`src/rtl/stream_gasket_if.sv`:
```
// Signal bundle between stream_gasket and its surroundings: the narrow USB stream,
// the wide FWFT FIFO ports, mode select and status.
interface stream_gasket_if #(
    parameter int NARROW_W = 16,
    parameter int RATIO    = 8
);
    localparam int WIDE_W = NARROW_W * RATIO;

    logic [1:0]          mode;
    logic [NARROW_W-1:0] usb_do;
    logic                usb_do_valid;
    logic                usb_do_ready;
    logic [WIDE_W-1:0]   fifo_di;
    logic                fifo_wren;
    logic                fifo_full;
    logic [WIDE_W-1:0]   fifo_do;
    logic                fifo_empty;
    logic                fifo_rden;
    logic [NARROW_W-1:0] usb_di;
    logic                usb_di_valid;
    logic                usb_di_ready;
    logic                wrerr_in;
    logic                rderr_in;
    logic [1:0]          err;
    logic [15:0]         partial_cnt;

    // gasket side
    modport slave (
        input  mode, usb_do, usb_do_valid, fifo_full, fifo_do, fifo_empty,
               usb_di_ready, wrerr_in, rderr_in,
        output usb_do_ready, fifo_di, fifo_wren, fifo_rden, usb_di, usb_di_valid,
               err, partial_cnt
    );

    // environment side (USB core, FIFO, control)
    modport master (
        output mode, usb_do, usb_do_valid, fifo_full, fifo_do, fifo_empty,
               usb_di_ready, wrerr_in, rderr_in,
        input  usb_do_ready, fifo_di, fifo_wren, fifo_rden, usb_di, usb_di_valid,
               err, partial_cnt
    );
endinterface

```
`src/rtl/stream_gasket.sv`:
```
// Narrow<->wide stream bridge between ezusb_io and a wide FWFT FIFO, ifclk domain.
// Packs USB words (or test pattern) into wide words, unpacks wide words to USB.
//
// Pack FSM
//   state | meaning
//   FILL  | collecting narrow words into slots 0..RATIO-1, idle flush armed when partial
//   WRITE | wide word complete, waiting for a not-full cycle to strobe fifo_wren
module stream_gasket #(
    parameter int                  NARROW_W      = 16,
    parameter int                  RATIO         = 8,
    parameter int                  FLUSH_TIMEOUT = 1024,
    parameter int                  TEST_DIV      = 4,
    parameter logic [NARROW_W-1:0] PAD           = '0
) (
    input logic            ifclk,
    input logic            reset,
    stream_gasket_if.slave bus
);
    localparam int WIDE_W    = NARROW_W * RATIO;
    localparam int SLOT_W    = $clog2(RATIO);
    localparam int REM_W     = $clog2(RATIO + 1);
    localparam int DIV_W     = $clog2(TEST_DIV);
    localparam int IDLE_W    = (FLUSH_TIMEOUT > 1) ? $clog2(FLUSH_TIMEOUT) : 1;
    localparam int IDLE_LOAD = (FLUSH_TIMEOUT > 1) ? FLUSH_TIMEOUT - 1 : 0;
    localparam bit FLUSH_EN  = (FLUSH_TIMEOUT != 0);

    typedef enum logic {
        FILL  = 1'b0,
        WRITE = 1'b1
    } pack_state_t;

    pack_state_t         state_q, state_d;
    logic [1:0]          mode_buf, pack_mode, cur_mode;
    logic [SLOT_W-1:0]   slot_q;
    logic [DIV_W-1:0]    div_q;
    logic [IDLE_W-1:0]   idle_q;
    logic [NARROW_W-1:0] gen_cnt;
    logic [WIDE_W-1:0]   data_q;
    logic [15:0]         partial_q;
    logic [1:0]          err_q;

    logic                accept, flush, last_slot, div_tick, usb_do_ready, fifo_wren;
    logic [NARROW_W-1:0] word_in;

    // A new mode only takes effect on a word boundary.
    assign cur_mode  = (state_q == FILL && slot_q == '0) ? mode_buf : pack_mode;
    assign div_tick  = (div_q == '0);
    assign last_slot = (slot_q == SLOT_W'(RATIO - 1));
    assign word_in   = (cur_mode == 2'd0) ? bus.usb_do : gen_cnt;

    always_ff @(posedge ifclk or posedge reset) begin
        if (reset) state_q <= FILL;
        else       state_q <= state_d;
    end

    always_comb begin
        state_d      = state_q;
        usb_do_ready = 1'b0;
        fifo_wren    = 1'b0;
        accept       = 1'b0;
        flush        = 1'b0;
        case (state_q)
            FILL: begin
                usb_do_ready = (cur_mode == 2'd0);
                case (cur_mode)
                    2'd0:    accept = bus.usb_do_valid;
                    2'd1:    accept = 1'b1;
                    2'd2:    accept = div_tick;
                    default: accept = 1'b0;
                endcase
                flush = FLUSH_EN && !accept && slot_q != '0 && idle_q == '0;
                if ((accept && last_slot) || flush) state_d = WRITE;
            end
            WRITE: begin
                fifo_wren = !bus.fifo_full;
                if (!bus.fifo_full) state_d = FILL;
            end
            default: state_d = FILL;
        endcase
    end

    always_ff @(posedge ifclk or posedge reset) begin
        if (reset) begin
            mode_buf  <= 2'd3;
            pack_mode <= 2'd3;
            div_q     <= DIV_W'(TEST_DIV - 1);
            slot_q    <= '0;
            idle_q    <= '0;
            gen_cnt   <= '0;
            data_q    <= '0;
            partial_q <= '0;
        end else begin
            mode_buf  <= bus.mode;
            pack_mode <= cur_mode;

            // Divider free-runs in mode 2 so the WRITE cycle does not stretch the word period.
            if (cur_mode == 2'd2) div_q <= div_tick ? DIV_W'(TEST_DIV - 1) : div_q - 1'b1;
            else                  div_q <= DIV_W'(TEST_DIV - 1);

            if (accept) begin
                data_q[int'(slot_q)*NARROW_W +: NARROW_W] <= word_in;
                slot_q <= last_slot ? '0 : slot_q + 1'b1;
                idle_q <= IDLE_W'(IDLE_LOAD);
                if (cur_mode != 2'd0) gen_cnt <= gen_cnt + 1'b1;
            end else if (flush) begin
                for (int i = 0; i < RATIO; i++) begin
                    if (i >= int'(slot_q)) data_q[i*NARROW_W +: NARROW_W] <= PAD;
                end
                slot_q    <= '0;
                partial_q <= partial_q + 1'b1;
            end else if (state_q == FILL && slot_q != '0 && idle_q != '0) begin
                idle_q <= idle_q - 1'b1;
            end
        end
    end

    logic [WIDE_W-1:0] shift_q;
    logic [REM_W-1:0]  rem_q;
    logic              di_valid, consume, load;

    assign di_valid = (rem_q != '0);
    assign consume  = di_valid && bus.usb_di_ready;
    // Reloading on the last consumed slot keeps the narrow stream gap-free.
    assign load     = (rem_q == '0 || (rem_q == REM_W'(1) && consume)) && !bus.fifo_empty;

    always_ff @(posedge ifclk or posedge reset) begin
        if (reset) begin
            shift_q <= '0;
            rem_q   <= '0;
        end else if (load) begin
            shift_q <= bus.fifo_do;
            rem_q   <= REM_W'(RATIO);
        end else if (consume) begin
            shift_q <= shift_q >> NARROW_W;
            rem_q   <= rem_q - 1'b1;
        end
    end

    always_ff @(posedge ifclk or posedge reset) begin
        if (reset) err_q <= '0;
        else       err_q <= err_q | {bus.rderr_in, bus.wrerr_in};
    end

    assign bus.usb_do_ready = usb_do_ready;
    assign bus.fifo_wren    = fifo_wren;
    assign bus.fifo_di      = data_q;
    // rem is already 0 under reset; the gate stops a FWFT read while reset is held.
    assign bus.fifo_rden    = load && !reset;
    assign bus.usb_di       = shift_q[NARROW_W-1:0];
    assign bus.usb_di_valid = di_valid;
    assign bus.err          = err_q;
    assign bus.partial_cnt  = partial_q;
endmodule

```
`src/flat_wrapper.sv`:
```
// flat-port wrapper written by rule: the top's interface ports become plain ports
module stream_gasket_flat 
#(
    parameter int                  NARROW_W      = 16,
    parameter int                  RATIO         = 8,
    parameter int                  FLUSH_TIMEOUT = 1024,
    parameter int                  TEST_DIV      = 4,
    parameter logic [NARROW_W-1:0] PAD           = '0
)
  (ifclk, reset, bus_mode, bus_usb_do, bus_usb_do_valid, bus_fifo_full, bus_fifo_do, bus_fifo_empty, bus_usb_di_ready, bus_wrerr_in, bus_rderr_in, bus_usb_do_ready, bus_fifo_di, bus_fifo_wren, bus_fifo_rden, bus_usb_di, bus_usb_di_valid, bus_err, bus_partial_cnt);
  stream_gasket_if #(.NARROW_W(NARROW_W), .RATIO(RATIO)) bus_i ();
  input logic ifclk;
  input logic reset;
  input wire logic [$bits(bus_i.mode)-1:0] bus_mode;
  input wire logic [$bits(bus_i.usb_do)-1:0] bus_usb_do;
  input wire logic [$bits(bus_i.usb_do_valid)-1:0] bus_usb_do_valid;
  input wire logic [$bits(bus_i.fifo_full)-1:0] bus_fifo_full;
  input wire logic [$bits(bus_i.fifo_do)-1:0] bus_fifo_do;
  input wire logic [$bits(bus_i.fifo_empty)-1:0] bus_fifo_empty;
  input wire logic [$bits(bus_i.usb_di_ready)-1:0] bus_usb_di_ready;
  input wire logic [$bits(bus_i.wrerr_in)-1:0] bus_wrerr_in;
  input wire logic [$bits(bus_i.rderr_in)-1:0] bus_rderr_in;
  output wire logic [$bits(bus_i.usb_do_ready)-1:0] bus_usb_do_ready;
  output wire logic [$bits(bus_i.fifo_di)-1:0] bus_fifo_di;
  output wire logic [$bits(bus_i.fifo_wren)-1:0] bus_fifo_wren;
  output wire logic [$bits(bus_i.fifo_rden)-1:0] bus_fifo_rden;
  output wire logic [$bits(bus_i.usb_di)-1:0] bus_usb_di;
  output wire logic [$bits(bus_i.usb_di_valid)-1:0] bus_usb_di_valid;
  output wire logic [$bits(bus_i.err)-1:0] bus_err;
  output wire logic [$bits(bus_i.partial_cnt)-1:0] bus_partial_cnt;
  assign bus_i.mode = bus_mode;
  assign bus_i.usb_do = bus_usb_do;
  assign bus_i.usb_do_valid = bus_usb_do_valid;
  assign bus_i.fifo_full = bus_fifo_full;
  assign bus_i.fifo_do = bus_fifo_do;
  assign bus_i.fifo_empty = bus_fifo_empty;
  assign bus_i.usb_di_ready = bus_usb_di_ready;
  assign bus_i.wrerr_in = bus_wrerr_in;
  assign bus_i.rderr_in = bus_rderr_in;
  assign bus_usb_do_ready = bus_i.usb_do_ready;
  assign bus_fifo_di = bus_i.fifo_di;
  assign bus_fifo_wren = bus_i.fifo_wren;
  assign bus_fifo_rden = bus_i.fifo_rden;
  assign bus_usb_di = bus_i.usb_di;
  assign bus_usb_di_valid = bus_i.usb_di_valid;
  assign bus_err = bus_i.err;
  assign bus_partial_cnt = bus_i.partial_cnt;
  stream_gasket #(.NARROW_W(NARROW_W), .RATIO(RATIO), .FLUSH_TIMEOUT(FLUSH_TIMEOUT), .TEST_DIV(TEST_DIV), .PAD(PAD)) u_core (.ifclk(ifclk), .reset(reset), .bus(bus_i));
endmodule
```
`config.mk`:
```
export PLATFORM = sky130hd
export DESIGN_NAME = stream_gasket_flat
export DESIGN_NICKNAME = d
export VERILOG_FILES = /design/src/rtl/stream_gasket_if.sv /design/src/rtl/stream_gasket.sv /design/src/flat_wrapper.sv
export SDC_FILE = /design/constraint.sdc
export NUM_CORES = 1
export LEC_CHECK = 0
export CAP_MARGIN = 40
export CORE_MARGIN = 2
export CORE_UTILIZATION = 44
export CTS_CLUSTER_SIZE = 20
export DETAILED_ROUTE_END_ITERATION = 10
export HOLD_SLACK_MARGIN = 0.1
export PLACE_DENSITY = 0.71
export SLEW_MARGIN = 5
export SYNTH_ARGS = -nofsm -noshare
export SYNTH_HDL_FRONTEND = slang
export SYNTH_SLANG_ARGS = --single-unit
```
`constraint.sdc`:
```
create_clock -name ifclk -period 13.9 [get_ports ifclk]
set_input_delay 2.78 -clock ifclk [delete_from_list [all_inputs] [get_ports ifclk]]
set_output_delay 2.78 -clock ifclk [all_outputs]
set_load 0.01 [all_outputs]
```
== After elaboration in Yosys (flattened, before gate mapping) ==
Cells that the tools add are included.
Storage, ports and cells
  register bits: 314
  input bits: 154
  output and inout port bits: 166
  logic and storage cells: 121
Cells by class
  $add $sub $neg: 7
  order comparisons: 7
  equal/unequal tests: 5
  shifts and indexed selects: 2
  muxes and demuxes: 33
  bitwise operators: 3
  reductions and logical operators: 45
Operator list (count)
  128-bit 2-to-1 mux: 4
  128-bit bitwise mux: 1
  16-bit 2-to-1 mux: 8
  16-bit by 33-bit variable shift with 128-bit output, first input constant: 1
  16-bit by 33-bit variable part select with 128-bit output: 1
  7-bit negator with 33-bit output: 1
  16-bit by 1-bit adder with 16-bit output, second input constant: 2
  10-bit 2-to-1 mux: 3
  2-bit nonzero test: 11
  2-bit AND reduction: 10
  1-bit logical AND: 10
  10-bit logical NOT: 1
  10-bit nonzero test: 1
  10-bit by 1-bit subtractor with 10-bit output, second input constant: 1
  3-bit >= comparator, first input constant: 3
  3-bit 2-to-1 mux: 3
  4-bit 2-to-1 mux: 2
  1-bit 2-to-1 mux: 7
  1-bit by 3-bit >= comparator with 1-bit output, first input constant: 2
  2-bit by 3-bit >= comparator with 1-bit output, first input constant: 2
  2-bit 2-to-1 mux: 3
  4-bit by 1-bit equality test with 1-bit output, second input constant: 1
  1-bit logical NOT: 4
  2-bit logical NOT: 2
  16 further kinds: 18

== Longest topological paths before layout ==
  depth after elaboration: 12
  gate-level depth with buffers: 11
  depth with buffers taken out: 8

== Least setup slack after synthesis ==
OpenSTA, ideal clock, no wires.
  path kind: input -> output
  start point: input port bus_fifo_empty
  end point: output port bus_fifo_rden
  arrival time: 4.010 ns
  required time: 11.120 ns
  path slack: 7.110 ns
  stages on the path: 5
  buffers on the path: 3
  path through: or4_1 > clkbuf_1 > clkbuf_1 > clkbuf_1 > nor2_1
On the way
  cells in the longest elaborated chain, start to end: 3
RTL lines
  start, declared: line flat_wrapper.sv:19  | input wire logic [$bits(bus_i.fifo_empty)-1:0] bus_fifo_empty;
  1-bit logical NOT: line stream_gasket.sv:124  | assign load = (rem_q == '0 || (rem_q == REM_W'(1) && consume)) && !bus.fifo_empty;
  1-bit logical AND: line stream_gasket.sv:124
  1-bit logical AND: line stream_gasket.sv:148  | assign bus.fifo_rden = load && !reset;
  end, declared: line flat_wrapper.sv:26  | output wire logic [$bits(bus_i.fifo_rden)-1:0] bus_fifo_rden;
No other way between the ends.

== Final worst setup path ==
  start point: input port bus_usb_di_ready
  end point: output port bus_fifo_rden
On the way
  cells in the longest elaborated chain, start to end: 5
RTL lines
  start, declared: line flat_wrapper.sv:20  | input wire logic [$bits(bus_i.usb_di_ready)-1:0] bus_usb_di_ready;
  1-bit logical AND: line stream_gasket.sv:122  | assign consume = di_valid && bus.usb_di_ready;
  1-bit logical AND: line stream_gasket.sv:124
  1-bit logical OR: line stream_gasket.sv:124
  1-bit logical AND: line stream_gasket.sv:124
  1-bit logical AND: line stream_gasket.sv:148
No other way between the ends.

==> results.yml <==
run_status:
  status: "completed"
sta:
  slew_headroom_pct: 27.7
  slew_violations: 0
  hold_viol_final: 0
  fmax_mhz: 130
  min_period_ns: 7.70
  worst_pin_slew_ns: 1.08
  final.setup_skew_ns: 0.0133
  timing.final.crit_share_pct: 55.4
  fin_setup_tns_ns: 0
  rsz0062_at_grt: "no"
  setup_viol: 0
routing:
  post_drt_wl_per_cell_um: 18.8
  drc: 0
  routed_wl_mm: 39.0
  ant_nets: 0
  viasPerCell: 5.48
  drt_pass1_iterations: 5
  drtIter0Drc: 963
  vias: 11400
clock_tree:
  cts_hold_buf: 0
  insertion_delay_ns: 0.50
  post_cts.repair.setup_buffers: 0
  cts_resized: 0
  cts_buffer_depth: 3
  cts_made_buffers: 36
  cts_root_buf: "clkbuf_16"
  cts_sinks: 314
  htree_levels: 2
  cts_tree: "done"
  path_clk_slew_ns: 0.06
grt:
  antenna_found_initial: 0
  grt_use_total_pct: 23.6
  grt_overflow_total: 0
  grt_max_degree: 89
  grt_pass1_wl_mm: 61.9
  grt_pass1_vias: 11000
synth:
  synth_flop_cell: "dfrtp_1"
  synth.most_common_cell: "dfrtp_1"
  ys_warn_count: 0
  synthCells: 1364
  synth_edf_count: 0
  ys_top_cells_by_count: "dfrtp_1 (308), nand2_1 (259), nor2_1 (132)"
  avgSynthCellArea_um2: 10.0
  yosys.area.top_type_share_pct: 56.5
  synth_area_leader_cell: "dfrtp_1"
  yosysSeqAreaShare_pct: 57.7
  synth-seq-cells: 314
  synthDistinctLibCells: 59
  synthTopCellsByArea: "dfrtp_1 (57%), nand2_1 (7.1%), a31oi_1 (5.2%)"
  synth_nets: 1532
  synthArstFlopShare_pct: 100
  netlist_area_um2: 13600
critical_path:
  slowest_stage: "or4_4"
  crit_required_ns: 11.12
  cpPeakStageDelay_ns: 0.72
  crit_top_cell: "clkdlybuf4s50_1"
  cp_top_family: "buffers and inverters"
  startpoint_type: "primary input"
  endpoint_kind: "output pin"
  cp_max_fo: 55
  crit_chain: "clkdlybuf4s50_1 -> a21oi_1 -> or4_4 -> nor2_1 -> clkdlybuf4s50_1"
  crit_buf_inv: 2
  arrival_ns: 4.92
  crit_type: "in -> out"
power:
  peakVddDrop_uv: 93.1
  powerDensity_nw_per_um2: 202
  p_leak_nw: 7.97
final_layout:
  antennaDiodeCount: 0
  layout.nets: 1821
  area_growth_pct: 35.1
  fillers: 2571
  utilization_pct: 60.3
  layout-drive-gt1-share_pct: 7.44
floorplanning:
  fp-row-count: 64
  die_h_um: 180
  dieArea_um2: 32400
  ioPinCount: 320
  die_w_um: 180
  core_um2: 30600
  start_util_pct: 44.6
hold_path:
  min_path_type: "reg -> reg"
place:
  hpwlAfterDp_mm: 26.8
  place_congestion: 0.837
  portBuffers: 319
run:
  maxCapViolations: 0
==> placed cells by master (no fill, tap or decap), types with 3 or more instances in the layout <==
cell / count
xnor2_1: 28
clkbuf_16: 37
buf_4: 29
nor4b_1: 4
nand2b_1: 4
mux2_2: 3
nor3_1: 6
mux2i_1: 20
nor2b_1: 6
xor2_1: 13
nor2_1: 132
clkbuf_1: 4
nor4_1: 10
clkinv_2: 7
nand4_1: 17
and3_1: 7
dfrtp_1: 308
ha_1: 14
o2bb2ai_1: 48
nand2_1: 258
a22o_1: 17
clkbuf_8: 10
or4_1: 3
inv_1: 92
and2_1: 8
nand4b_1: 3
a31oi_1: 113
nand3_1: 12
buf_12: 4
clkdlybuf4s50_1: 319
o22ai_1: 80
dfstp_2: 6
or3_1: 3
==> report_power, final <==
part           internal [mW]  switching (mW)
sequential              1.24           0.212
combinational          0.642           0.682
clock                  0.580           0.374
total                   2.46            1.27
==> flip-flops by register name (all words and copies together), names as in the netlist, 2 cells and up <==
signal,cells
u_core.bus.fifo_di,128
u_core.shift_q,128
u_core.bus.partial_cnt,16
u_core.gen_cnt,16
u_core.idle_q,10
u_core.rem_q,4
u_core.slot_q,3
u_core.bus.err,2
u_core.div_q,2
u_core.mode_buf,2
u_core.pack_mode,2
==> cell type report <==
cell class                 instances  area (um2)  share of cell area [%]
clock buffer                      51        1080                    5.85
clock inverter                    13         131                   0.713
inverter                          93         357                    1.93
multi-input combinational        854        4960                    26.9
sequential                       314        7870                    42.7
tap                              396         495                    2.69
timing repair buffer             354        3550                    19.2
==> final timing paths <==
| path | end | slack [ns] | startpoint | depth (start not counted) |
|---|---|---|---|---|
| worst max-delay path | bus_fifo_rden | 6.20 | bus_usb_di_ready | 5 |
| worst min-delay path | u_core.bus.err[0]$_DFF_PP0_ | 0.46 | u_core.bus.err[0]$_DFF_PP0_ | 1 |
| worst max register to register | u_core.bus.fifo_di[103]$_DFFE_PP0P_ | 10.15 | u_core.slot_q[1]$_DFFE_PP0N_ | 8 |
| worst min register to register | u_core.bus.err[0]$_DFF_PP0_ | 0.46 | u_core.bus.err[0]$_DFF_PP0_ | 1 |
| max in group asynchronous | u_core.bus.fifo_di[26]$_DFFE_PP0P_ | 9.21 | reset | 6 |
| min in group asynchronous | u_core.shift_q[67]$_DFFE_PP0P_ | 2.80 | reset | 2 |
==> through the flow <==
stage | std cells | instance area (um2) | hold WS (ns) | worst slack, ns | power (mW)
final | 2075 | 18400 | 0.464 | 6.20 | 3.73
after global routing | 2075 | 18400 | 0.493 | 6.08 | 3.94
after CTS | 2075 | 18400 | 0.469 | 6.19 | 3.75
after detailed placement | 2011 | 17200 | 0.462 | 6.19 | 2.78
after global placement | 2000 | 17000 | 0.447 | 6.03 | 2.73
after floorplan | 1364 | 13600 | 0.441 | 2.44 | 2.17
==> worst reg2reg max path, delay by kind of cell (launching register included) <==
family,cells,cell delay [ns]
simple gates,2,1.05
compound gates,2,0.99
fa+ha+maj,2,0.60
flops,1,0.50
mux,1,0.31
buf+inv,1,0.18
==> per-layer routing <==
layer | routed length [um] | up-vias | GRT usage [%]
met5 | 0 | - | 0
met4 | 1310 | 0 | 8.10
met3 | 2490 | 72 | 4.83
met2 | 17700 | 408 | 35.6
met1 | 17500 | 5598 | 34.1
li1 | - | 5292 | -
==> cell families after synthesis <==
logic type | Yosys count | share of synthesized area, %
mux | 26 | 2.05
fa+ha+maj | 14 | 1.28
buf+inv | 196 | 6.22
compound gates | 279 | 14.2
simple gates | 494 | 15.9
xor+xnor | 41 | 2.63
flops | 314 | 57.7
No activity file was read; power rests on OpenSTA's default activity.
